File: src/rtl/tetris_pkg.sv
// Shared definitions for the falling-piece controller: movement codes,
// board bounds, FSM states and the spawn-shape table.
package tetris_pkg;

    localparam int COLS = 10;
    localparam int ROWS = 20;

    localparam logic [3:0] MV_IDLE  = 4'b0000;
    localparam logic [3:0] MV_DOWN  = 4'b0001;
    localparam logic [3:0] MV_LEFT  = 4'b0011;
    localparam logic [3:0] MV_RIGHT = 4'b0100;
    localparam logic [3:0] MV_ROT   = 4'b1000;

    localparam logic [2:0] TYPE_O = 3'd2;

    typedef enum logic [1:0] {
        ST_SPAWN,
        ST_ACTIVE,
        ST_APPLY
    } state_t;

    // Element 0 is cell1; element 1 (cell2) is the rotation pivot.
    typedef logic [3:0][3:0] col_arr_t;
    typedef logic [3:0][4:0] row_arr_t;

    typedef struct packed {
        col_arr_t x;
        row_arr_t y;
    } cells_t;

    function automatic cells_t spawn_cells(input logic [2:0] kind);
        cells_t c;
        c.x = '0;
        c.y = '0;
        case (kind)
            3'd1: begin
                c.x = {4'd6, 4'd5, 4'd4, 4'd3};
                c.y = {5'd0, 5'd0, 5'd0, 5'd0};
            end
            3'd2: begin
                c.x = {4'd5, 4'd4, 4'd5, 4'd4};
                c.y = {5'd1, 5'd1, 5'd0, 5'd0};
            end
            3'd3: begin
                c.x = {4'd4, 4'd5, 4'd4, 4'd3};
                c.y = {5'd1, 5'd0, 5'd0, 5'd0};
            end
            3'd4: begin
                c.x = {4'd3, 4'd4, 4'd4, 4'd5};
                c.y = {5'd1, 5'd1, 5'd0, 5'd0};
            end
            3'd5: begin
                c.x = {4'd3, 4'd5, 4'd4, 4'd3};
                c.y = {5'd1, 5'd0, 5'd0, 5'd0};
            end
            3'd6: begin
                c.x = {4'd5, 4'd4, 4'd4, 4'd3};
                c.y = {5'd1, 5'd1, 5'd0, 5'd0};
            end
            3'd7: begin
                c.x = {4'd5, 4'd5, 4'd4, 4'd3};
                c.y = {5'd1, 5'd0, 5'd0, 5'd0};
            end
            default: begin
                c.x = '0;
                c.y = '0;
            end
        endcase
        return c;
    endfunction

    // x^3 + x^2 + 1, shifting toward the MSB; the all-zero state is unreachable.
    function automatic logic [2:0] lfsr_step(input logic [2:0] s);
        return {s[1:0], s[2] ^ s[1]};
    endfunction

endpackage

File: src/rtl/piece_candidate.sv
// Combinational candidate position for the active piece: shift, drop or
// clockwise rotation about cell2, with the whole move cancelled if any cell leaves the board.
module piece_candidate
    import tetris_pkg::*;
(
    input  logic [3:0][3:0] cur_x,
    input  logic [3:0][4:0] cur_y,
    input  logic [2:0]      block_type,
    input  logic [3:0]      movement,
    output logic [3:0][3:0] next_x,
    output logic [3:0][4:0] next_y
);

    localparam logic signed [5:0] X_MAX   = 6'(COLS - 1);
    localparam logic signed [5:0] Y_MAX   = 6'(ROWS - 1);
    localparam logic signed [5:0] Y_FLOOR = 6'(ROWS);

    logic signed [5:0] px;
    logic signed [5:0] py;
    logic signed [5:0] sx [4];
    logic signed [5:0] sy [4];
    logic signed [5:0] cx [4];
    logic signed [5:0] cy [4];
    logic              oob;

    assign px = signed'({2'b00, cur_x[1]});
    assign py = signed'({1'b0, cur_y[1]});

    always_comb begin
        oob = 1'b0;
        for (int i = 0; i < 4; i++) begin
            sx[i] = signed'({2'b00, cur_x[i]});
            sy[i] = signed'({1'b0, cur_y[i]});
            cx[i] = sx[i];
            cy[i] = sy[i];
            case (movement)
                MV_LEFT:  cx[i] = sx[i] - 6'sd1;
                MV_RIGHT: cx[i] = sx[i] + 6'sd1;
                MV_DOWN:  cy[i] = sy[i] + 6'sd1;
                MV_ROT: begin
                    if (block_type != TYPE_O) begin
                        cx[i] = px - (sy[i] - py);
                        cy[i] = py + (sx[i] - px);
                    end
                end
                default: ;
            endcase
            if (cx[i] < 6'sd0 || cx[i] > X_MAX || cy[i] < 6'sd0)
                oob = 1'b1;
            // A drop may land on row 20: the board's floor row rejects it there.
            if (movement == MV_DOWN) begin
                if (cy[i] > Y_FLOOR)
                    oob = 1'b1;
            end else if (cy[i] > Y_MAX) begin
                oob = 1'b1;
            end
        end
        for (int i = 0; i < 4; i++) begin
            next_x[i] = oob ? cur_x[i] : cx[i][3:0];
            next_y[i] = oob ? cur_y[i] : cy[i][4:0];
        end
    end

endmodule

File: src/rtl/piece_controller.sv
// Active-tetromino controller: spawns pieces from an LFSR, arbitrates
// player and gravity requests, and commits board-filtered coordinates.
//
// state     | meaning
// ----------+--------------------------------------------------------
// ST_SPAWN  | load a new piece of type = LFSR, clear pending and timer
// ST_ACTIVE | pick highest-priority pending request, drive movement
// ST_APPLY  | candidate stable for one cycle; commit changed_* at edge
module piece_controller
    import tetris_pkg::*;
#(
    parameter int         DROP_TICKS = 30,
    parameter logic [2:0] LFSR_SEED  = 3'b101
) (
    input  logic       clk,
    input  logic       reset,
    input  logic       ce,
    input  logic       btn_left,
    input  logic       btn_right,
    input  logic       btn_rotate,
    input  logic       btn_down,
    input  logic       block_logic_reset,
    input  logic       game_over_logic,
    input  logic [3:0] changed_x1,
    input  logic [3:0] changed_x2,
    input  logic [3:0] changed_x3,
    input  logic [3:0] changed_x4,
    input  logic [4:0] changed_y1,
    input  logic [4:0] changed_y2,
    input  logic [4:0] changed_y3,
    input  logic [4:0] changed_y4,
    output logic [3:0] x1,
    output logic [3:0] x2,
    output logic [3:0] x3,
    output logic [3:0] x4,
    output logic [4:0] y1,
    output logic [4:0] y2,
    output logic [4:0] y3,
    output logic [4:0] y4,
    output logic [3:0] x1_next_out,
    output logic [3:0] x2_next_out,
    output logic [3:0] x3_next_out,
    output logic [3:0] x4_next_out,
    output logic [4:0] y1_next_out,
    output logic [4:0] y2_next_out,
    output logic [4:0] y3_next_out,
    output logic [4:0] y4_next_out,
    output logic [3:0] movement,
    output logic [2:0] block_type
);

    localparam int            CW       = (DROP_TICKS > 1) ? $clog2(DROP_TICKS) : 1;
    localparam logic [CW-1:0] CNT_LAST = CW'(DROP_TICKS - 1);

    state_t        state;
    logic [2:0]    lfsr;
    logic [4:0]    pend;
    logic [CW-1:0] drop_cnt;
    col_arr_t      cur_x;
    row_arr_t      cur_y;
    col_arr_t      nxt_x;
    row_arr_t      nxt_y;
    col_arr_t      chg_x;
    row_arr_t      chg_y;
    cells_t        spawn;
    logic          grav_tick;
    logic [4:0]    pend_set;
    logic [4:0]    pend_clr;
    logic [3:0]    sel_mv;

    assign chg_x = {changed_x4, changed_x3, changed_x2, changed_x1};
    assign chg_y = {changed_y4, changed_y3, changed_y2, changed_y1};

    assign {x4, x3, x2, x1} = cur_x;
    assign {y4, y3, y2, y1} = cur_y;
    assign {x4_next_out, x3_next_out, x2_next_out, x1_next_out} = nxt_x;
    assign {y4_next_out, y3_next_out, y2_next_out, y1_next_out} = nxt_y;

    assign spawn     = spawn_cells(lfsr);
    assign grav_tick = ce && (drop_cnt == CNT_LAST);

    // Bit order is also the service priority: rotate, left, right, down, gravity.
    assign pend_set = {btn_rotate, btn_left, btn_right, btn_down, grav_tick};

    always_comb begin
        sel_mv   = MV_IDLE;
        pend_clr = '0;
        if (pend[4]) begin
            sel_mv      = MV_ROT;
            pend_clr[4] = 1'b1;
        end else if (pend[3]) begin
            sel_mv      = MV_LEFT;
            pend_clr[3] = 1'b1;
        end else if (pend[2]) begin
            sel_mv      = MV_RIGHT;
            pend_clr[2] = 1'b1;
        end else if (pend[1]) begin
            sel_mv      = MV_DOWN;
            pend_clr[1] = 1'b1;
        end else if (pend[0]) begin
            sel_mv      = MV_DOWN;
            pend_clr[0] = 1'b1;
        end
    end

    piece_candidate u_candidate (
        .cur_x      (cur_x),
        .cur_y      (cur_y),
        .block_type (block_type),
        .movement   (movement),
        .next_x     (nxt_x),
        .next_y     (nxt_y)
    );

    always_ff @(posedge clk or posedge reset) begin
        if (reset) begin
            state      <= ST_SPAWN;
            lfsr       <= LFSR_SEED;
            pend       <= '0;
            drop_cnt   <= '0;
            cur_x      <= '0;
            cur_y      <= '0;
            movement   <= MV_IDLE;
            block_type <= '0;
        end else begin
            lfsr <= lfsr_step(lfsr);
            if (game_over_logic) begin
                movement <= MV_IDLE;
            end else if (block_logic_reset) begin
                state    <= ST_SPAWN;
                movement <= MV_IDLE;
            end else begin
                case (state)
                    ST_SPAWN: begin
                        block_type <= lfsr;
                        cur_x      <= spawn.x;
                        cur_y      <= spawn.y;
                        pend       <= '0;
                        movement   <= MV_IDLE;
                        state      <= ST_ACTIVE;
                    end
                    ST_ACTIVE: begin
                        // A fresh pulse of the request being serviced re-arms it.
                        pend     <= (pend & ~pend_clr) | pend_set;
                        movement <= sel_mv;
                        if (sel_mv != MV_IDLE)
                            state <= ST_APPLY;
                    end
                    ST_APPLY: begin
                        cur_x    <= chg_x;
                        cur_y    <= chg_y;
                        pend     <= pend | pend_set;
                        movement <= MV_IDLE;
                        state    <= ST_ACTIVE;
                    end
                    default: begin
                        movement <= MV_IDLE;
                        state    <= ST_SPAWN;
                    end
                endcase

                if (state == ST_SPAWN)
                    drop_cnt <= '0;
                else if (ce)
                    drop_cnt <= (drop_cnt == CNT_LAST) ? '0 : drop_cnt + 1'b1;
            end
        end
    end

endmodule

File: config.mk
export PLATFORM = sky130hd
export DESIGN_NAME = piece_controller
export DESIGN_NICKNAME = d
export VERILOG_FILES = /design/src/rtl/tetris_pkg.sv /design/src/rtl/piece_candidate.sv /design/src/rtl/piece_controller.sv
export SDC_FILE = /design/constraint.sdc
export NUM_CORES = 1
export LEC_CHECK = 0
export ABC_AREA = 1
export BUFFER_PORTS_ARGS = -buffer_cell sky130_fd_sc_hd__buf_4
export CAP_MARGIN = 20
export CELL_PAD_IN_SITES_DETAIL_PLACEMENT = 0
export CELL_PAD_IN_SITES_GLOBAL_PLACEMENT = 1
export CORE_MARGIN = 2
export CORE_UTILIZATION = 44
export DETAILED_ROUTE_END_ITERATION = 12
export HOLD_SLACK_MARGIN = 0.12
export PLACE_DENSITY = 0.95
export SYNTH_ARGS = -nofsm -noshare
export SYNTH_HDL_FRONTEND = slang
export SYNTH_HIERARCHICAL = 1
export SYNTH_SLANG_ARGS = --single-unit
File: constraint.sdc
create_clock -name clk -period 8.5 [get_ports clk]
set_input_delay 0.425 -clock clk [delete_from_list [all_inputs] [get_ports clk]]
set_output_delay 0.425 -clock clk [all_outputs]
set_load 0.05 [all_outputs]
---- Word level (Yosys, flattened, before mapping) ----
Cells that the tools add are included.
Widths: inputs -> output; s select.
operators by class
  add/sub/neg operators ................... 29
  multipliers ............................. 0
  div/mod/pow operators ................... 0
  magnitude comparators ................... 20
  equality and inequality tests ........... 16
  shift operators ......................... 0
  muxes and demuxes ....................... 67
  bitwise gates (word level) .............. 7
  reduce and logical (&&, ||, !) cells .... 20
operators with widths
  operator             number
  $pmux 35 s7          1
  $pmux 6 s3           4
  $gt 6x6->1 const B   8
  $lt 6x1->1 const B   8
  $mux 6               8
  $pmux 6 s2           4
  $pmux 20 s2          1
  $mux 4               9
  $mux 5               7
  $pmux 16 s2          1
  $add 5x1->6 const B  4
  $add 6x6->6          4
  $gt 6x5->1 const B   4
  $mux 1               24
  $sub 5x5->6          4
  $sub 5x6->6          4
  $add 4x1->5 const B  4
  $sub 4x1->5 const B  4
  $sub 4x4->5          4
  $pmux 5 s3           1
  $eq 3x3->1 const B   4
  $reduce_and 3->1     4
  $or 5x5->5           2
  $mux 3               3
  26 further kinds     38
storage, ports and cells
  flip-flop bits (word level) ............. 58
  latch bits .............................. 0
  bits in writable memories ............... 0
  bits in read-only memories .............. 0
  input bits .............................. 45
  output and inout bits ................... 79
  logic and storage cells ................. 173
  memories kept ........................... 0

---- Longest topological paths before layout ----
Gate-level depths: netlist of the first run.
  word-level depth ........................ 20
  gate-level depth with buffers ........... 21
  mapped depth without buffers ............ 20

---- By module ----
The synthesis of the first run kept the hierarchy.
modules (own cells, without submodules)
  module            times used  cells each  area an instance (um2)  seq. area each (um2)
  piece_candidate   1           830         4713.3                  0.0
  piece_controller  1           304         2673.8                  1453.9

---- Worst setup path before layout of the first run ----
No wires, ideal clock.
  path kind ............................... register to output
  from .................................... register cur_x (netlist bit x2[1])
  to ...................................... output port x1_next_out[0]
  arrival time ............................ 3.863 ns
  required time ........................... 8.075 ns
  setup slack ............................. 4.212 ns
  stages on the path, launching flop included .. 16
  buffers on the path ..................... 1
  cells stage by stage .................... dfrtp_1 -> inv_1 -> fa_1 -> fa_1 -> inv_1 -> nand2_1 -> a21oi_1 -> o21ai_0 -> nand2_1 -> nand3_1 -> nor2_1 -> nor2_1 -> nor2_2 -> clkbuf_1 -> nand4_1 -> nand2_1
on the way
  cells in the longest elaborated chain, start to end .. 19
  elaborated cells on any way between the ends .. 75
  those cells by class .................... add/sub: 14; order compare: 20; mux: 33; reduce/logical: 8
ends and longest elaborated chain
  element                                                line                                          text
  from (decl)                                            piece_controller.sv:59                        col_arr_t cur_x;
  from (signal assigned)                                 piece_controller.sv:136                       cur_x <= spawn.x;
  from (signal assigned)                                 piece_controller.sv:150                       cur_x <= chg_x;
  $sub 4x4->5 / $sub 5x6->6 (equally long branches)      piece_candidate.sv:43, piece_candidate.sv:42
  $add 6x6->6 / $mux 6 (equally long branches)           piece_candidate.sv:43, piece_candidate.sv:41
  $mux 6 / $pmux 6 s3 (equally long branches)            piece_candidate.sv:41, piece_candidate.sv:36
  $pmux 6 s2 (tied with other cells)                     piece_candidate.sv:36                         case (movement)
  $lt 6x1->1 / $logic_or 1x1->1 (equally long branches)  piece_candidate.sv:48                         if (cx[i] < 6'sd0 || cx[i] > X_MAX || cy[i] < 6'sd0)
  $logic_or 1x1->1                                       piece_candidate.sv:48
  $mux 1                                                 piece_candidate.sv:48
  $mux 1 (on tied branches)                              piece_candidate.sv:54, piece_candidate.sv:52
  [... 3 more ...]                                       --
  $mux 1                                                 piece_candidate.sv:51                         if (movement == MV_DOWN) begin
  $mux 1                                                 piece_candidate.sv:48
  $mux 1 (on tied branches)                              piece_candidate.sv:54, piece_candidate.sv:52
  $mux 1                                                 piece_candidate.sv:51
  $mux 1                                                 piece_candidate.sv:48
  $mux 1 (on tied branches)                              piece_candidate.sv:54, piece_candidate.sv:52
  $mux 1 (*)                                             piece_candidate.sv:51
  $mux 4 (*)                                             piece_candidate.sv:59                         next_x[i] = oob ? cur_x[i] : cx[i][3:0];
  to (decl)                                              piece_controller.sv:40                        output logic [3:0] x1_next_out,
Every way passes the cells marked *; elsewhere a longest branch is shown, timed or not.

---- Worst setup path in the final report of the first run ----
  from .................................... register cur_x (netlist bit x2[1])
  to ...................................... output port y2_next_out[2]
on the way
  cells in the longest elaborated chain, start to end .. 19
  elaborated cells on any way between the ends .. 75
  those cells by class .................... add/sub: 14; order compare: 20; mux: 33; reduce/logical: 8
ends and longest elaborated chain
  element                                                line                                          text
  $sub 4x4->5 / $sub 5x6->6 (equally long branches)      piece_candidate.sv:43, piece_candidate.sv:42
  $add 6x6->6 / $mux 6 (equally long branches)           piece_candidate.sv:43, piece_candidate.sv:41
  $mux 6 / $pmux 6 s3 (equally long branches)            piece_candidate.sv:41, piece_candidate.sv:36
  $pmux 6 s2 (tied with other cells)                     piece_candidate.sv:36
  $lt 6x1->1 / $logic_or 1x1->1 (equally long branches)  piece_candidate.sv:48
  $logic_or 1x1->1                                       piece_candidate.sv:48
  $mux 1                                                 piece_candidate.sv:48
  $mux 1 (on tied branches)                              piece_candidate.sv:54, piece_candidate.sv:52
  [... 3 more ...]                                       --
  $mux 1                                                 piece_candidate.sv:51
  $mux 1                                                 piece_candidate.sv:48
  $mux 1 (on tied branches)                              piece_candidate.sv:54, piece_candidate.sv:52
  $mux 1                                                 piece_candidate.sv:51
  $mux 1                                                 piece_candidate.sv:48
  $mux 1 (on tied branches)                              piece_candidate.sv:54, piece_candidate.sv:52
  $mux 1                                                 piece_candidate.sv:51
  $mux 5 (*)                                             piece_candidate.sv:60                         next_y[i] = oob ? cur_y[i] : cy[i][4:0];
  to (decl)                                              piece_controller.sv:45                        output logic [4:0] y2_next_out,
Marked as above.

==> impl_metrics.env, run 1 <==
export IMPL_dr_total_vias=8107
export IMPL_cpMaxStageDelayCell="nor2_4"
export IMPL_drtPass1Iterations=6
export IMPL_yosys_area_top_type="dfrtp_1"
export IMPL_fmax_ghz=0.188
export IMPL_crit_required_ps=8080
export IMPL_syn_inst=1134
export IMPL_io_buffers=123
export IMPL_crit_buf_inv=3
export IMPL_synth_nets=1274
export IMPL_multiInputGateArea_um2=5150
export IMPL_pin_count=124
export IMPL_cts_setup_buffers=0
export IMPL_grt_pass1_vias=7470
export IMPL_status="complete, no violations"
export IMPL_synth_warnings=6
export IMPL_finalSetupViolations=0
export IMPL_vdd_ir_drop_max_mv=0.206
export IMPL_regArea_um2=1450
export IMPL_worstSetupEndpointType="output pin"
export IMPL_rsz0062_at_grt="false"
export IMPL_yosys_register_bits=58
export IMPL_die_y_um=134
export IMPL_final_nets=1381
export IMPL_dieArea_um2=17800
export IMPL_max_cap_violations=0
export IMPL_async_flop_share=1.00
export IMPL_grt_max_degree=65
export IMPL_cts_resized=0
export IMPL_routabilityCongestion=0.936
export IMPL_grt_antenna_before_repair=0
export IMPL_critPathTopFamily="simple AND/OR/NAND/NOR gates"
export IMPL_dp_slack_ps=3640
export IMPL_design_area_um2=8740
export IMPL_cts_tree="yes"
export IMPL_start_kind="register"
export IMPL_grt_pass1_wl_mm=40.2
export IMPL_syn_to_final_growth_pct=18.4
export IMPL_fin_crit_ps=5330
export IMPL_clk_pin_slew_ps=60
export IMPL_final_setup_tns_ps=0
export IMPL_slew_limit_headroom=0.399
export IMPL_yosysSeqAreaShare=0.197
export IMPL_drive_gt1_frac=0.154
export IMPL_final_hold_violation_count=0
export IMPL_crit_top_cell="nand2_1"
export IMPL_ys_flop_type="dfrtp_1"
export IMPL_finalMaxSlewViolations=0
export IMPL_dieWidth_um=134
export IMPL_tightest_slew_ps=899
export IMPL_synth_edf_count=0
export IMPL_timing_rr_start="state[0]"
export IMPL_clock_sinks=58
export IMPL_cts_htree_levels=3
export IMPL_clk_path_buf_depth=2
export IMPL_nFillCells=1708
export IMPL_critPathKind="register to output pin"
export IMPL_cts_made_buffers=9
export IMPL_drt_initial_drc_count=775
export IMPL_syn_avg_cell_area_um2=6.51
export IMPL_min_period_over_period=0.627
export IMPL_initial_core_util=0.447
export IMPL_drc=0
export IMPL_cpPeakStageDelay_ps=680
export IMPL_crit_path_start="x2[1]"
export IMPL_critPathMaxFanout=36
export IMPL_synth_top_cell_area_share=0.190
export IMPL_ant_nets=0
export IMPL_setup_slack_ps=3170
export IMPL_coreArea_um2=16500
export IMPL_stdcell_count=1466
export IMPL_dp_hpwl_mm=19.3
export IMPL_p_total_mw=2.31
export IMPL_fin_skew_ps=6.27
export IMPL_synth_area_leaders="dfrtp_1, nand2_1, ha_1"
export IMPL_dpl_instance_area_um2=8420
export IMPL_hold_class="input port to asynchronous set/reset pin"
export IMPL_wl_per_cell_um=17.6
export IMPL_grt_use_total=0.287
export IMPL_num_rows=47
export IMPL_p_leak_nw=4.65
export IMPL_antenna_cells=0
export IMPL_wl_mm=25.8
export IMPL_ys_types=40
export IMPL_cp_cell_sequence="inv_1 > fa_1 > xor2_1 > ha_1 > a21oi_1 > nand2_1 > o21ai_0 > inv_1 > a21oi_1 > nand2_1 > a21oi_1 > nand2_1 > nor2_4 > nand4_1 > nand2_1 > buf_4"
export IMPL_root_buffer="clkbuf_16"
export IMPL_via_per_inst=5.53
export IMPL_p_per_area_nw_per_um2=264
export IMPL_clk_latency_ps=320
export IMPL_ctsHoldBuffers=0
export IMPL_grt_overflow=0
export IMPL_placed_cells=1450
export IMPL_syn_cell_area_um2=7390
export IMPL_cp_arrival_ps=4900
## cells in the mapped netlist, types with 5 or more instances
library cell	n
buf_6	7
clkbuf_1	7
nand3b_1	10
nand4_1	52
inv_2	5
nor2_1	83
nor2_2	5
ha_1	77
o21ai_0	45
xor2_1	16
nand3_1	111
o21ai_1	19
nand2_2	5
o211ai_1	7
dfrtp_1	56
nand2_1	331
fa_1	18
or2_2	12
a21oi_1	63
buf_2	13
buf_4	6
inv_1	145
nor2_4	8
## registers in the layout (all words and copies together), names as in the netlist
| signal | flops |
|---|---|
| block_type | 3 |
| drop_cnt | 5 |
| lfsr | 3 |
| movement | 4 |
| pend | 5 |
| state | 2 |
| x1 | 4 |
| x2 | 4 |
| x3 | 4 |
| x4 | 4 |
| y1 | 5 |
| y2 | 5 |
| y3 | 5 |
| y4 | 5 |
## through the flow
stage,utilization,hold slack [ps]
after floorplan,-,410
after global placement,0.509,434
after detailed placement,0.509,429
after CTS,0.529,336
after global routing,0.529,350
final,0.529,310
## area by class of cell
class / instances / share of cell area
Multi-Input combinational cell: 892 / 0.589
Timing Repair Buffer: 129 / 0.111
Clock inverter: 7 / 0.0117
Sequential cell: 58 / 0.166
Clock buffer: 9 / 0.0258
Inverter: 151 / 0.0648
Tap cell: 220 / 0.0315
## routing by layer
metal  vias to the layer above  routed length, um  part of all wire  GRT usage
met2                       384              11800              0.46      0.467
li1                       3931                  -                 -          -
met3                        53               2190             0.085     0.0308
met4                         0                715             0.028     0.0952
met1                      3739              11000              0.43      0.400
met5                         -                  0                 0          0
## power breakdown
group	total [mW]	internal [mW]	switching [mW]
logic	1.49	0.495	0.996
registers	0.431	0.311	0.120
clock network	0.390	0.259	0.131
## final timing paths
path / cells past startpoint / slack (ps) / end
min in group clk: 3 / 350 / pend[2]
max: 16 / 3170 / y2_next_out[2]
max reg2reg: 6 / 6560 / x2[0]
min: 3 / 310 / x3[1]
max in group asynchronous: 3 / 7670 / y1[4]
min reg2reg: 0 / 440 / lfsr[1]
## kinds of logic (layout without fill, tap and decap cells)
| logic type | after synthesis | count (layout) | share of synthesized area |
|---|---|---|---|
| and+or+nand+nor | 631 | 631 | 0.390 |
| DFF | 58 | 58 | 0.197 |
| adders and majority gates | 95 | 95 | 0.179 |
| buffers and inverters | 184 | 296 | 0.106 |
| xor gates and xnor gates | 20 | 20 | 0.0237 |
| AOI/OAI and AO/OA | 146 | 146 | 0.105 |
## cells in the final DEF, fill, tap and decap left out, drive strengths merged
master and n:
o21ai 64, fa 18, o21bai 1, bufinv 2, nor3b 1, a21o 3
and2 2, nand4 53, nand2 339, buf 129, clkinvlp 1, nor2 96
a41oi 1, a21oi 63, a31oi 2, o22ai 4, clkinv 4, ha 77
dfstp 2, o211ai 7, inv 151, or2 12, xor2 16, nand3 114
nand3b 11, xnor2 4, dfrtp 56, a21boi 1, clkbuf 9, nor3 3
## worst register-to-register path, cell delays in order, from the launching register on
cell,delay [ps]
dfrtp_1,420
inv_1,150
ha_1,210
buf_4,340
inv_1,280
o21ai_0,330
nand2_1,80
Note: power is estimated with default switching activity, not from simulation.
==> run 2: changes to the inputs <==
--- a/config.mk
+++ b/config.mk
@@ -11,10 +11,10 @@
 export CELL_PAD_IN_SITES_DETAIL_PLACEMENT = 0
 export CELL_PAD_IN_SITES_GLOBAL_PLACEMENT = 1
 export CORE_MARGIN = 2
-export CORE_UTILIZATION = 44
+export CORE_UTILIZATION = 37
 export DETAILED_ROUTE_END_ITERATION = 12
 export HOLD_SLACK_MARGIN = 0.12
-export PLACE_DENSITY = 0.95
+export PLACE_DENSITY = 0.89
 export SYNTH_ARGS = -nofsm -noshare
 export SYNTH_HDL_FRONTEND = slang
 export SYNTH_HIERARCHICAL = 1
==> constraint.sdc (replaced) <==
create_clock -name clk -period 4.5 [get_ports clk]
set_input_delay 0.225 -clock clk [delete_from_list [all_inputs] [get_ports clk]]
set_output_delay 0.225 -clock clk [all_outputs]
set_load 0.05 [all_outputs]
==> run 2 against run 1 <==
  * Via count grew 1.4%
  * Sequential power rose by 72%
  * Critical path depth up 3
  * Die area up 18%
  * Sequential share of layout area shrank 0.63 points
  * First-iteration DRC count down 20%
  * Critical path type unchanged
  * Largest power group unchanged
==> impl_metrics.env, run 2 (synthesized netlist as in run 1, its figures left out) <==
export IMPL_finalSetupViolations=0
export IMPL_via_per_inst=5.31
export IMPL_pin_count=124
export IMPL_start_kind="register"
export IMPL_p_per_area_nw_per_um2=488
export IMPL_grt_antenna_before_repair=0
export IMPL_drc=0
export IMPL_rsz0062_at_grt="false"
export IMPL_syn_to_final_growth_pct=23.3
export IMPL_cp_arrival_ps=4000
export IMPL_crit_required_ps=4280
export IMPL_critPathKind="register to output pin"
export IMPL_clk_pin_slew_ps=50
export IMPL_root_buffer="clkbuf_16"
export IMPL_grt_overflow=0
export IMPL_final_hold_violation_count=0
export IMPL_combPwrFrac=0.678
export IMPL_clk_latency_ps=330
export IMPL_drive_gt1_frac=0.185
export IMPL_drtPass1Iterations=5
export IMPL_routabilityCongestion=0.967
export IMPL_layout_common_cells="nand2_1, buf_4, inv_1"
export IMPL_seq_power_share=0.167
export IMPL_cts_made_buffers=9
export IMPL_antenna_cells=0
export IMPL_finalMaxSlewViolations=0
export IMPL_dp_hpwl_mm=20.7
export IMPL_power_switching_mw=2.37
export IMPL_clock_sinks=58
export IMPL_dieArea_um2=21100
export IMPL_slew_limit_headroom=0.497
export IMPL_num_rows=51
export IMPL_dp_slack_ps=418
export IMPL_hold_class="input port to asynchronous set/reset pin"
export IMPL_dr_total_vias=8218
export IMPL_fmax_ghz=0.237
export IMPL_critPathMaxFanout=13
export IMPL_initial_core_util=0.378
export IMPL_coreArea_um2=19500
export IMPL_dieWidth_um=145
export IMPL_multiInputGateArea_um2=5160
export IMPL_nFillCells=2065
export IMPL_ant_nets=0
export IMPL_regArea_um2=1460
export IMPL_status="complete, no violations"
export IMPL_placed_cells=1526
export IMPL_fin_util=0.466
export IMPL_grt_pass1_vias=7542
export IMPL_worstSetupEndpointType="output pin"
export IMPL_stdcell_count=1549
export IMPL_grt_pass1_wl_mm=41.3
export IMPL_wl_per_cell_um=17.3
export IMPL_dpl_instance_area_um2=8700
export IMPL_final_nets=1419
export IMPL_cts_htree_levels=3
export IMPL_grt_use_total=0.249
export IMPL_fin_skew_ps=5.61
export IMPL_p_leak_nw=4.83
export IMPL_fin_crit_ps=4220
export IMPL_final_setup_tns_ps=0
export IMPL_clk_path_buf_depth=2
export IMPL_swShare=0.533
export IMPL_setup_slack_ps=278
export IMPL_drt_initial_drc_count=620
export IMPL_die_y_um=145
export IMPL_tightest_slew_ps=754
export IMPL_grt_max_degree=65
export IMPL_design_area_um2=9100
export IMPL_max_cap_violations=0
export IMPL_cts_tree="yes"
export IMPL_wl_mm=26.8
export IMPL_p_clk_frac=0.155
export IMPL_mostFrequentLayoutCell="nand2_1"
export IMPL_vdd_ir_drop_max_mv=0.293
export IMPL_internal_power_mw=2.08
export IMPL_min_period_over_period=0.938
export IMPL_io_buffers=123
run 2: changes by cell type in the layout (fill, tap and decap cells not counted), sizes merged:
cell      before  now
buf          129  167
bufinv         2    1
inv          151  148
clkbuf         9   11
clkinvlp       1    3
run 2: final timing paths:
path | start | end | cells after the start | slack [ps]
min reg2reg | lfsr[0] | lfsr[1] | 0 | 440
min | reset | y4[4] | 3 | 110
min in group clk | btn_right | pend[2] | 3 | 140
max | x1[0] | x4_next_out[0] | 19 | 280
max in group asynchronous | reset | x1[0] | 3 | 3840
max reg2reg | state[0] | y4[0] | 6 | 2500
run 2: timing repair:
item,4_1_cts,5_1_grt
hold buffers,0,0
endpoints found under the setup margin,0,36
resized for setup,0,7
setup buffers,0,7
run 2: power groups by stage:
stage | registers (mW) | logic, mW | clock network, mW
6_report | 0.741 | 3.01 | 0.691
5_1_grt | 0.750 | 3.31 | 0.729
4_1_cts | 0.735 | 2.94 | 0.702
3_5_place_dp | 0.743 | 2.93 | 0
3_3_place_gp | 0.743 | 2.89 | 0
2_1_floorplan | 0.888 | 1.96 | 0
run 2: cell type report:
cell class                      count  area share
Tap cell                          265      0.0364
Multi-Input combinational cell    892       0.567
Sequential cell                    58       0.160
Timing Repair Buffer              167       0.140
Clock buffer                       11      0.0278
Inverter                          151      0.0631
Clock inverter                      5     0.00577
run 2: per-layer routing:
| layer | part of all wire | GRT usage |
|---|---|---|
| met1 | 0.44 | 0.336 |
| met3 | 0.095 | 0.0607 |
| met2 | 0.44 | 0.380 |
| met4 | 0.034 | 0.102 |
| met5 | 0 | 0 |
run 2: stage by stage:
stage                     hold WS (ps)  total power, mW
final                              115             4.45
after global routing               141             4.79
after CTS                          137             4.38
after detailed placement           430             3.67
after global placement             429             3.64
after floorplan                    356             2.84
run 2: worst max-delay path, stage by stage (launching register included):
cell and delay (ps):
dfrtp_2 470, inv_2 130, ha_1 150, inv_1 60
fa_1 400, xor2_1 170, ha_1 340, a21oi_1 230
nand2_1 120, o21ai_0 160, inv_1 70, a21oi_2 190
nand2_1 130, and2_1 170, nor2_2 140, nand4_4 110
buf_4 230, nand2_1 130, nand2_1 90, buf_4 200
==> run 3: changes to the inputs <==
--- a/config.mk
+++ b/config.mk
@@ -11,10 +11,11 @@
 export CELL_PAD_IN_SITES_DETAIL_PLACEMENT = 0
 export CELL_PAD_IN_SITES_GLOBAL_PLACEMENT = 1
 export CORE_MARGIN = 2
-export CORE_UTILIZATION = 37
+export CORE_UTILIZATION = 35
 export DETAILED_ROUTE_END_ITERATION = 12
 export HOLD_SLACK_MARGIN = 0.12
-export PLACE_DENSITY = 0.89
+export PLACE_DENSITY = 0.85
+export REMOVE_ABC_BUFFERS = 1
 export SYNTH_ARGS = -nofsm -noshare
 export SYNTH_HDL_FRONTEND = slang
 export SYNTH_HIERARCHICAL = 1
==> run 3 against run 2 <==
  * Die area is 5.6% higher
  * Combinational power hardly changed
  * Total power is 0.67% higher
  * Via count is 1.7% lower
  * Sequential power is 2% lower
  * Sequential cell count stayed put
  * Core utilization is 3.2 points lower
  * Critical path type unchanged
==> impl_metrics.env, run 3 (synthesized netlist as in run 1, its figures left out) <==
export IMPL_r2r_cells=6
export IMPL_drt_initial_drc_count=627
export IMPL_vdd_ir_drop_max_mv=0.375
export IMPL_hold_class="input port to asynchronous set/reset pin"
export IMPL_grt_overflow=0
export IMPL_grt_antenna_before_repair=0
export IMPL_dr_total_vias=8079
export IMPL_fin_util=0.435
export IMPL_finalSetupViolations=0
export IMPL_p_per_area_nw_per_um2=493
export IMPL_min_period_over_period=0.959
export IMPL_fin_skew_ps=11.8
export IMPL_p_clk_frac=0.171
export IMPL_wl_per_cell_um=16.5
export IMPL_cts_tree="yes"
export IMPL_routabilityCongestion=0.961
export IMPL_fmax_ghz=0.232
export IMPL_clk_path_buf_depth=2
export IMPL_start_kind="register"
export IMPL_fin_crit_ps=4310
export IMPL_drive_gt1_frac=0.176
export IMPL_root_buffer="clkbuf_16"
export IMPL_nFillCells=2246
export IMPL_drc=0
export IMPL_drtPass1Iterations=5
export IMPL_swShare=0.532
export IMPL_final_hold_violation_count=0
export IMPL_ant_nets=0
export IMPL_clk_latency_ps=350
export IMPL_die_y_um=149
export IMPL_max_cap_violations=0
export IMPL_syn_to_final_growth_pct=22.9
export IMPL_initial_core_util=0.354
export IMPL_timing_rr_start="state[0]"
export IMPL_num_rows=53
export IMPL_cts_htree_levels=3
export IMPL_dieArea_um2=22300
export IMPL_crit_required_ps=4280
export IMPL_wl_mm=25.6
export IMPL_reg2reg_slack_ps=2270
export IMPL_critPathKind="register to output pin"
export IMPL_dpl_instance_area_um2=8660
export IMPL_clk_pin_slew_ps=60
export IMPL_via_per_inst=5.21
export IMPL_design_area_um2=9080
export IMPL_mostFrequentLayoutCell="nand2_1"
export IMPL_grt_use_total=0.232
export IMPL_p_total_mw=4.48
export IMPL_p_leak_nw=4.79
export IMPL_cp_arrival_ps=4090
export IMPL_tightest_slew_ps=786
export IMPL_stdcell_count=1551
export IMPL_power_switching_mw=2.38
export IMPL_dp_hpwl_mm=19.7
export IMPL_final_nets=1411
export IMPL_slew_limit_headroom=0.476
export IMPL_clock_sinks=58
export IMPL_seq_power_share=0.163
export IMPL_grt_pass1_vias=7705
export IMPL_io_buffers=123
export IMPL_finalMaxSlewViolations=0
export IMPL_placed_cells=1527
export IMPL_coreArea_um2=20900
export IMPL_layout_common_cells="nand2_1, buf_4, inv_1"
export IMPL_internal_power_mw=2.10
export IMPL_dieWidth_um=149
export IMPL_status="complete, no violations"
export IMPL_antenna_cells=0
export IMPL_grt_pass1_wl_mm=40.4
export IMPL_rr_endpoint="y4[0]"
export IMPL_pin_count=124
export IMPL_critPathMaxFanout=17
export IMPL_worstSetupEndpointType="output pin"
export IMPL_combPwrFrac=0.666
export IMPL_grt_max_degree=65
export IMPL_cts_made_buffers=9
export IMPL_rsz0062_at_grt="false"
run 3: cell count changes in the layout (fill, tap and decap cells not counted), moves of 2 or more:
cell,delta
buf_4,-12
clkinv_2,-3
dlygate4sd3_1,+3
clkbuf_8,-2
clkinv_4,+2
run 3: how the worst max path moves through the flow:
stage	start	endpoint	depth (start not counted)
3_5_place_dp	x4[0]	x4_next_out[2]	19
4_1_cts	x4[0]	x4_next_out[2]	19
5_1_grt	x4[0]	x1_next_out[1]	20
6_report	x3[0]	x1_next_out[3]	17
3_3_place_gp	x4[0]	x3_next_out[1]	19
2_1_floorplan	x2[1]	x1_next_out[0]	15
run 3: power groups by stage:
stage	clock (mW)	sequential, mW	combinational (mW)
4_1_cts	0.784	0.726	2.93
3_5_place_dp	0	0.735	2.91
3_3_place_gp	0	0.735	2.88
2_1_floorplan	0	0.899	1.88
5_1_grt	0.812	0.744	3.28
6_report	0.767	0.729	2.98
run 3: cell type report:
class / count / area (um2) / share of cell area
clock buffers: 9 / 225 / 0.0248
clock inverters: 7 / 101 / 0.0112
inverters: 151 / 571 / 0.0628
multi-input cells: 892 / 5160 / 0.568
flip-flops and latches: 58 / 1460 / 0.160
well taps: 275 / 344 / 0.0379
repair buffers: 159 / 1220 / 0.135
run 3: timing repair:
action | in CTS | in global routing
gates resized for setup | 0 | 9
endpoints found under the hold margin | 3 | 0
setup endpoints to repair | 0 | 36
setup buffers | 0 | 5
hold buffers | 3 | 0
run 3: metal layers:
metal  GRT usage  part of all wire
met4      0.0619             0.012
met2       0.387              0.47
met5           0                 0
met3      0.0346             0.069
met1       0.315              0.45
run 3: worst max-delay path: stages (launching register included):
cell and delay, ps:
dfrtp_1 490, inv_1 230, ha_1 180, inv_1 70
fa_1 400, xor2_1 180, ha_1 340, a21oi_1 280
o211ai_1 150, or2_2 290, nand3_1 80, nand2_1 140
a21oi_2 200, nand4_4 120, buf_4 240, nand2_1 80
nand2_1 90, buf_4 200
run 3: per-stage QoR:
| step | hold slack (ps) | setup TNS, ps | worst slack [ps] |
|---|---|---|---|
| final | 107 | 0 | 185 |
| after global routing | 142 | 0 | 2.75 |
| after CTS | 123 | 0 | 19.2 |
| after detailed placement | 436 | 0 | 371 |
| after global placement | 436 | 0 | 475 |
| after floorplan | 356 | -7760 | -216 |
